===== config.mk =====
export PLATFORM = sky130hd
export DESIGN_NAME = sdram_req_bridge
export DESIGN_NICKNAME = d
export VERILOG_FILES = /design/src/rtl/sdram_req_bridge.sv
export SDC_FILE = /design/constraint.sdc
export NUM_CORES = 1
export LEC_CHECK = 0
export CAP_MARGIN = 20
export CORE_MARGIN = 2
export CORE_UTILIZATION = 45
export CTS_CLUSTER_DIAMETER = 60
export DETAILED_ROUTE_END_ITERATION = 8
export PLACE_DENSITY = 0.84
export SETUP_SLACK_MARGIN = 0.1
export SLEW_MARGIN = 15
export SYNTH_ARGS = -nofsm -noshare
export SYNTH_HDL_FRONTEND = slang
export SYNTH_SLANG_ARGS = --single-unit

===== constraint.sdc =====
create_clock -name clk -period 1.4 [get_ports clk]
set_input_delay 0.21 -clock clk [delete_from_list [all_inputs] [get_ports clk]]
set_output_delay 0.21 -clock clk [all_outputs]
set_load 0.02 [all_outputs]

===== src/rtl/sdram_req_bridge.sv =====
// sdram_req_bridge
// Bridges NCH byte-wide bus masters onto toggle-handshake SDRAM controller
// ports, one port per channel. Each channel turns strobe edges into word
// requests, keeps a one-deep pending slot, captures read bytes and reports
// busy/overrun. All logic runs in the SDRAM clock domain.
//
// Build option: define SDRAM_REQ_ADDR_CHANGE_EN to make an address change
// while cs&oe stay high count as a new read trigger.

module sdram_req_bridge #(
  parameter int NCH = 2,
  parameter int AW  = 16
) (
  input  logic                   clk,
  input  logic                   reset,
  input  logic [NCH-1:0]         ch_cs,
  input  logic [NCH-1:0]         ch_oe,
  input  logic [NCH-1:0]         ch_we,
  input  logic [NCH*AW-1:0]      ch_a,
  input  logic [NCH*8-1:0]       ch_d,
  output logic [NCH*8-1:0]       ch_q,
  output logic [NCH-1:0]         ch_busy,
  output logic [NCH-1:0]         ch_overrun,
  output logic [NCH-1:0]         port_req,
  input  logic [NCH-1:0]         port_ack,
  output logic [NCH*(AW-1)-1:0]  port_a,
  output logic [NCH*2-1:0]       port_ds,
  output logic [NCH-1:0]         port_we,
  output logic [NCH*16-1:0]      port_d,
  input  logic [NCH*16-1:0]      port_q
);

  genvar gi;

  for (gi = 0; gi < NCH; gi++) begin : g_ch
    // live channel inputs
    logic [AW-1:0] a_in;
    logic [7:0]    d_in;
    logic [15:0]   q_in;

    assign a_in = ch_a[gi*AW +: AW];
    assign d_in = ch_d[gi*8 +: 8];
    assign q_in = port_q[gi*16 +: 16];

    // previous-cycle samples for edge detection
    logic cs_prev_reg;
    logic oe_prev_reg;
    logic we_prev_reg;

    // handshake state
    logic req_reg;
    logic inflight_reg;

    // descriptor currently presented to the controller
    logic [AW-2:0] cur_a_reg;
    logic [1:0]    cur_ds_reg;
    logic          cur_we_reg;
    logic [7:0]    cur_d_reg;
    logic          cur_lsb_reg;

    // one-deep pending slot
    logic          pend_valid_reg;
    logic [AW-2:0] pend_a_reg;
    logic [1:0]    pend_ds_reg;
    logic          pend_we_reg;
    logic [7:0]    pend_d_reg;
    logic          pend_lsb_reg;

    // status
    logic [7:0] q_reg;
    logic       overrun_reg;

    // decode results
    logic          rd_now;
    logic          rd_prev;
    logic          wr_now;
    logic          wr_prev;
    logic          rd_trig;
    logic          wr_trig;
    logic          addr_trig;
    logic          trig;
    logic          ack_seen;
    logic          issue_pend;
    logic          issue_new;
    logic          to_slot;
    logic          slot_overwrite;
    logic [AW-2:0] new_a;
    logic [1:0]    new_ds;
    logic          new_we;
    logic [7:0]    new_d;
    logic          new_lsb;

    assign rd_now  = ch_cs[gi] & ch_oe[gi];
    assign wr_now  = ch_cs[gi] & ch_we[gi];
    assign rd_prev = cs_prev_reg & oe_prev_reg;
    assign wr_prev = cs_prev_reg & we_prev_reg;

`ifdef SDRAM_REQ_ADDR_CHANGE_EN
    logic [AW-1:0] a_prev_reg;

    // Address sample for detecting a new read while oe is held; it follows
    // the live address during reset as well.
    always_ff @(posedge clk) begin
      a_prev_reg <= a_in;
    end

    assign addr_trig = rd_now & rd_prev & (a_in != a_prev_reg);
`else
    assign addr_trig = 1'b0;
`endif

    // Trigger decode, descriptor build and issue/slot decisions.
    always_comb begin
      rd_trig        = rd_now & ~rd_prev;
      wr_trig        = wr_now & ~wr_prev;
      trig           = rd_trig | wr_trig | addr_trig;
      // A write edge wins if both strobes rise together.
      new_we         = wr_trig;
      new_a          = a_in[AW-1:1];
      new_d          = d_in;
      new_lsb        = a_in[0];
      new_ds         = 2'b11;
      if (wr_trig) begin
        new_ds = a_in[0] ? 2'b10 : 2'b01;
      end
      ack_seen       = inflight_reg & (port_ack[gi] == req_reg);
      // The slot drains one cycle after the ack that freed the port.
      issue_pend     = pend_valid_reg & ~inflight_reg;
      issue_new      = trig & ~inflight_reg & ~pend_valid_reg;
      // An ack arriving with a trigger still counts as busy: the trigger is
      // parked and issued next cycle, exactly like a pending request.
      to_slot        = trig & ~issue_new;
      slot_overwrite = to_slot & pend_valid_reg & ~issue_pend;
    end

    // Channel state: edge samples, handshake, descriptor, slot and status.
    always_ff @(posedge clk) begin
      cs_prev_reg <= ch_cs[gi];
      oe_prev_reg <= ch_oe[gi];
      we_prev_reg <= ch_we[gi];
      if (reset) begin
        req_reg        <= port_ack[gi];
        inflight_reg   <= 1'b0;
        cur_a_reg      <= '0;
        cur_ds_reg     <= 2'b00;
        cur_we_reg     <= 1'b0;
        cur_d_reg      <= 8'h00;
        cur_lsb_reg    <= 1'b0;
        pend_valid_reg <= 1'b0;
        pend_a_reg     <= '0;
        pend_ds_reg    <= 2'b00;
        pend_we_reg    <= 1'b0;
        pend_d_reg     <= 8'h00;
        pend_lsb_reg   <= 1'b0;
        q_reg          <= 8'h00;
        overrun_reg    <= 1'b0;
      end else begin
        if (ack_seen) begin
          inflight_reg <= 1'b0;
          if (!cur_we_reg) begin
            q_reg <= cur_lsb_reg ? q_in[15:8] : q_in[7:0];
          end
        end

        if (issue_pend) begin
          cur_a_reg    <= pend_a_reg;
          cur_ds_reg   <= pend_ds_reg;
          cur_we_reg   <= pend_we_reg;
          cur_d_reg    <= pend_d_reg;
          cur_lsb_reg  <= pend_lsb_reg;
          req_reg      <= ~req_reg;
          inflight_reg <= 1'b1;
        end else if (issue_new) begin
          cur_a_reg    <= new_a;
          cur_ds_reg   <= new_ds;
          cur_we_reg   <= new_we;
          cur_d_reg    <= new_d;
          cur_lsb_reg  <= new_lsb;
          req_reg      <= ~req_reg;
          inflight_reg <= 1'b1;
        end

        if (to_slot) begin
          pend_valid_reg <= 1'b1;
          pend_a_reg     <= new_a;
          pend_ds_reg    <= new_ds;
          pend_we_reg    <= new_we;
          pend_d_reg     <= new_d;
          pend_lsb_reg   <= new_lsb;
        end else if (issue_pend) begin
          pend_valid_reg <= 1'b0;
        end

        if (slot_overwrite) begin
          overrun_reg <= 1'b1;
        end
      end
    end

    assign port_req[gi]              = req_reg;
    assign port_a[gi*(AW-1) +: AW-1] = cur_a_reg;
    assign port_ds[gi*2 +: 2]        = cur_ds_reg;
    assign port_we[gi]               = cur_we_reg;
    assign port_d[gi*16 +: 16]       = {cur_d_reg, cur_d_reg};
    assign ch_q[gi*8 +: 8]           = ch_cs[gi] ? q_reg : 8'h00;
    assign ch_busy[gi]               = inflight_reg | pend_valid_reg;
    assign ch_overrun[gi]            = overrun_reg;
  end

endmodule


Word level (Yosys, flattened, before mapping)
Index checks and enable logic that the tools add are counted.
{"block": "word_totals", "register_bits": 138, "inputBits": 90, "output_inout_bits": 90, "elab_cells": 138}
{"block": "classes", "eq_ne": 2, "mux": 44, "bitwise": 46, "n_reduce_logical": 10}
{"operator": "$mux W8", "count": 8}
{"operator": "$mux W15", "count": 4}
{"operator": "$and A1 B1 Y1", "count": 26}
{"operator": "$mux W1", "count": 24}
{"operator": "$mux W2", "count": 8}
{"operator": "$not A1 Y1", "count": 16}
{"operator": "$reduce_bool A3 Y1", "count": 4}
{"operator": "$reduce_bool A2 Y1", "count": 4}
{"operator": "$or A1 B1 Y1", "count": 4}
{"operator": "$reduce_and A2 Y1", "count": 2}
{"operator": "$eq A1 B1 Y1", "count": 2}

Depth between registers and ports, before layout
{"block": "logic_depth", "ltp_word": 10, "ltp_mapped": 6}

Worst setup path before layout
No wires, ideal clock.
{"block": "synth_path", "path_kind": "register to register", "from": "register g_ch[1].cs_prev_reg", "to": "register g_ch[1].req_reg (enable)", "arrival_ps": 1198, "required_time_ps": 1109, "setup_slack_ps": -89, "path_stages_with_launch": 6, "path_buffers": 2, "cell_sequence": "dfxtp_1 > a21bo_2 > buf_2 > o221ai_2 > buf_2 > a21o_1"}
{"block": "synth_between", "elab_chain_len": 7, "elab_cells_between_ends": 10, "cone_classes": "bitwise: 9; reduce/logical: 1"}
{"element": "from (decl)", "line_no": "46", "rtl": "logic cs_prev_reg;"}
{"element": "from (signal assigned)", "line_no": "138", "rtl": "cs_prev_reg <= ch_cs[gi];"}
{"element": "$and A1 B1 Y1 (on tied branches)", "line_no": "95, 96"}
{"element": "$not A1 Y1 (on tied branches)", "line_no": "114, 115"}
{"element": "$and A1 B1 Y1 (on tied branches)", "line_no": "114, 115"}
{"element": "$or A1 B1 Y1 (*)", "line_no": "116", "rtl": "trig = rd_trig | wr_trig | addr_trig;"}
{"element": "$and A1 B1 Y1 (*) (2 in series)", "line_no": "129", "rtl": "issue_new = trig & ~inflight_reg & ~pend_valid_reg;"}
{"element": "$reduce_bool A3 Y1 (no line) (*)"}
{"element": "to (signal assigned)", "line_no": "142", "rtl": "req_reg <= port_ack[gi];"}
{"element": "to (signal assigned)", "line_no": "171", "rtl": "req_reg <= ~req_reg;"}
{"element": "to (signal assigned)", "line_no": "179", "rtl": "req_reg <= ~req_reg;"}
{"element": "to (decl)", "line_no": "51", "rtl": "logic req_reg;"}
Every way passes the cells marked *; elsewhere a longest branch is shown, timed or not.
A chain may end at the register's enable or synchronous reset.

Final worst setup path
{"block": "layout_path", "from": "register g_ch[1].cs_prev_reg", "to": "register g_ch[1].pend_d_reg[0]"}
{"block": "layout_between", "elab_chain_len": 8, "elab_cells_between_ends": 11, "cone_classes": "bitwise: 11"}
{"element": "$and A1 B1 Y1 (on tied branches)", "line_no": "95, 96"}
{"element": "$not A1 Y1 (on tied branches)", "line_no": "114, 115"}
{"element": "$and A1 B1 Y1 (on tied branches)", "line_no": "114, 115"}
{"element": "$or A1 B1 Y1 (*)", "line_no": "116"}
{"element": "$and A1 B1 Y1 (2 in series)", "line_no": "129"}
{"element": "$not A1 Y1", "line_no": "132", "rtl": "to_slot = trig & ~issue_new;"}
{"element": "$and A1 B1 Y1 (*)", "line_no": "132"}
{"element": "to (signal assigned)", "line_no": "188", "rtl": "pend_d_reg <= new_d;"}
{"element": "to (decl)", "line_no": "66", "rtl": "logic [7:0] pend_d_reg;"}
Marks and branches as above.

==> summary.md <==
| Metric | Value |
|---|---|
| Commonest non-fill, non-tap cells in the layout | `dfxtp_1, nand2_1, clkdlybuf4s50_1, buf_2, buf_4` |
| P_leak | `roughly 4.6 nW` |
| Final #Nets | `1065` |
| Final Hold Viols | `0` |
| Die height | `130.3 um` |
| CTS tree | `built` |
| Total power | `12.62 mW` |
| Largest net degree at the start of global routing | `36` |
| DRC | `0` |
| Yosys reg bits | `138` |
| Net count after synthesis | `853` |
| PD cells | `roughly 1100 nW/um2` |
| Placer Congestion | `0.8385` |
| Clock Tree Root | `clkbuf_16` |
| Antenna violations before repair | `0` |
| Largest area contributor in the netlist | `dfxtp_1` |
| Share of layout cells above drive strength 1 | `39.21%` |
| Worst Tran Pin Value | `0.4659 ns` |
| Total wire length | `26.38 mm` |
| Met2 WL post-DR | `12.77 mm` |
| P&R area growth vs syn | `56.87%` |
| Clk slew on worst S/H paths | `0.06 ns` |
| Max cap viols | `0` |
| Ports | `180` |
| RSZ-0062 raised after global routing | `yes` |
| Worst EP required | `roughly 1.7 ns` |
| Via count | `7407` |
| Post-Synthesis Cells | `763` |
| Yosys warns | `0` |
| Startpoint Class | `register` |
| Global route overflow | `0` |
| Worst vdd ir | `about 1.0 mV` |
| Final worst setup slack | `-0.1567 ns` |
| Final instance area | `11260 um2` |
| Max Freq | `~0.64 GHz` |
| Fillers | `1100` |
| Setup violators final | `92` |
| Buffers on Ports | `around 180` |
| Htree depth | `4` |
| Main synth FF type | `dfxtp_1` |
| Crit path DAT | `1.89 ns` |
| Status | `finished with violations` |
| Post-route setup TNS | `-5.021 ns` |
| Final antenna-violating net count | `0` |
| Core ar. | `around 16000 um2` |
| Pre-antenna DRT Iters | `6` |
| Met3 routed WL | `between 2 and 2.5 mm` |
| CP endpoint kind | `register` |
| Placed inst area | `a little under 10000 um2` |
| Type of the worst setup path | `reg -> reg` |
| M1 wire length | `10.56 mm` |
| Post-route clock period utilization | `111.2%` |
| Core Rows | `46` |
| Fin. max-slew vios | `0` |
| Minimum clock period | `1.557 ns` |
| FFs w/ async S/R, synth | `0%` |
| Failing checks | `negative setup slack` |
| Num CTS Buffers | `17` |
| Top-area cell type share of the netlist area | `37.94%` |
| Worst hold slack | `0.3012 ns` |
| Die W | `130.3 um` |
| Avg WL per Cell | `~22 um` |
| Synthesized area | `7177 um2` |
| DP Wirelength | `14.28 mm` |
| Unique masters post-synth | `54` |
| Vias per cell | `6.152` |
| Starting DRC count in detailed routing | `797` |
| DIE AREA | `about 17000 um2` |
| Initial core utilization | `45.68%` |
| Clk_lat worst skew | `0.42 ns` |
| CP max FO | `7` |
| Top layer in use | `met4` |
| GRT Total Usage | `between 20% and 30%` |
| Seq/Total Area, Yosys | `about two fifths` |
| Number of synthesized flops with an enable pin | `2` |
| Max Root-Sink Buffers | `2` |
| First-pass GRT wire length | `roughly 37 mm` |
| Min-Delay Path Class | `in -> reg` |
| Clock skew | `0.008648 ns` |
| CTS sink count | `~140` |
| Number of global-route vias before repair | `7014` |
| Ranking of synthesized cells by area | `dfxtp_1, mux2i_1, nand2_1` |
| Most common cell after layout, fill and taps aside | `dfxtp_1` |
| Post-Syn Area per Cell | `9.406 um2` |
| Max-slew headroom | `68.90%` |
[where the power goes]
part | leakage, nW | internal [mW] | switching [mW] | total (mW)
registers | 1.14 | 4.26 | 0.278 | 4.54
clock network | 0.282 | 2.79 | 1.66 | 4.45
logic | 3.14 | 1.75 | 1.87 | 3.62
[repair_timing]
item                                    CTS  global route
cloned                                    8            11
buffers inserted                          8             5
hold buffers                              0             0
hold endpoints to repair                  0             0
endpoints found under the setup margin  210           173
resized for setup                       384           112
pin swaps                                19            40
[layout make-up]
class,instances,area [um2],share of cell area [%]
repair buffers,304,3055,27.14
multi-input cells,502,4493,39.91
clock inverters,7,90.09,0.8002
well taps,216,270.3,2.401
flip-flops and latches,138,2803,24.89
clock buffers,24,491.7,4.368
diodes,1,2.502,0.02223
inverters,12,52.55,0.4668
[path summary, 6_finish.rpt]
path,start,cells past startpoint,endpoint,slack (ns)
worst min-delay path,ch_we[1],1,g_ch[1].we_prev_reg,0.30
worst max-delay path,g_ch[1].cs_prev_reg,5,g_ch[1].pend_d_reg[0],-0.16
worst max register to register,g_ch[1].cs_prev_reg,5,g_ch[1].pend_d_reg[0],-0.16
worst min register to register,g_ch[1].pend_a_reg[2],2,g_ch[1].pend_a_reg[2],0.46
[critical path: stages (launching register included)]
cell,delay (ns)
dfxtp_4,0.36
a21bo_4,0.25
a211oi_4,0.29
buf_6,0.16
clkbuf_16,0.16
mux2i_1,0.25
[cells by family (layout without fill, tap and decap cells)]
kind of cell,count (synthesis),after routing,synth area share [%]
buffers and inverters,123,347,9.484
XOR/XNOR,2,2,0.2441
flip-flops,138,138,38.77
multiplexers,72,72,10.18
AND/OR/NAND/NOR,213,213,13.93
other,0,1,0
AO/OA/AOI/OAI,215,215,27.39
[routing by layer]
layer | track usage [%] | vias to the layer above
li1 | - | 3318
met1 | 34.88 | 3597
met2 | 45.40 | 402
met3 | 6.314 | 90
met4 | 12.14 | 0
met5 | 0 | -
[metrics by stage]
| stage | setup WS [ns] | utilization (%) | instances |
|---|---|---|---|
| CTS | -0.04314 | 68.96 | 1187 |
| global route | -0.1866 | 71.64 | 1203 |
| floorplan | 0.003771 | - | 763 |
| finish | -0.1567 | 71.65 | 1204 |
| global placement | -0.4461 | 61.90 | 1140 |
| detailed placement | -0.5277 | 61.90 | 1140 |
[Yosys cell counts, drive strengths merged, types with 4 or more instances]
cell / count
dfxtp: 136
nand2: 120
mux2i: 64
buf: 58
clkbuf: 53
o221ai: 33
a221oi: 30
o221a: 27
or2: 26
a2111o: 24
a2111oi: 24
nor3: 24
o211a: 23
and2: 20
a211oi: 12
inv: 12
a21oi: 9
mux2: 8
o21ai: 8
nor2: 7
nand2b: 5
a21bo: 4
(Power assumes the default switching activity.)
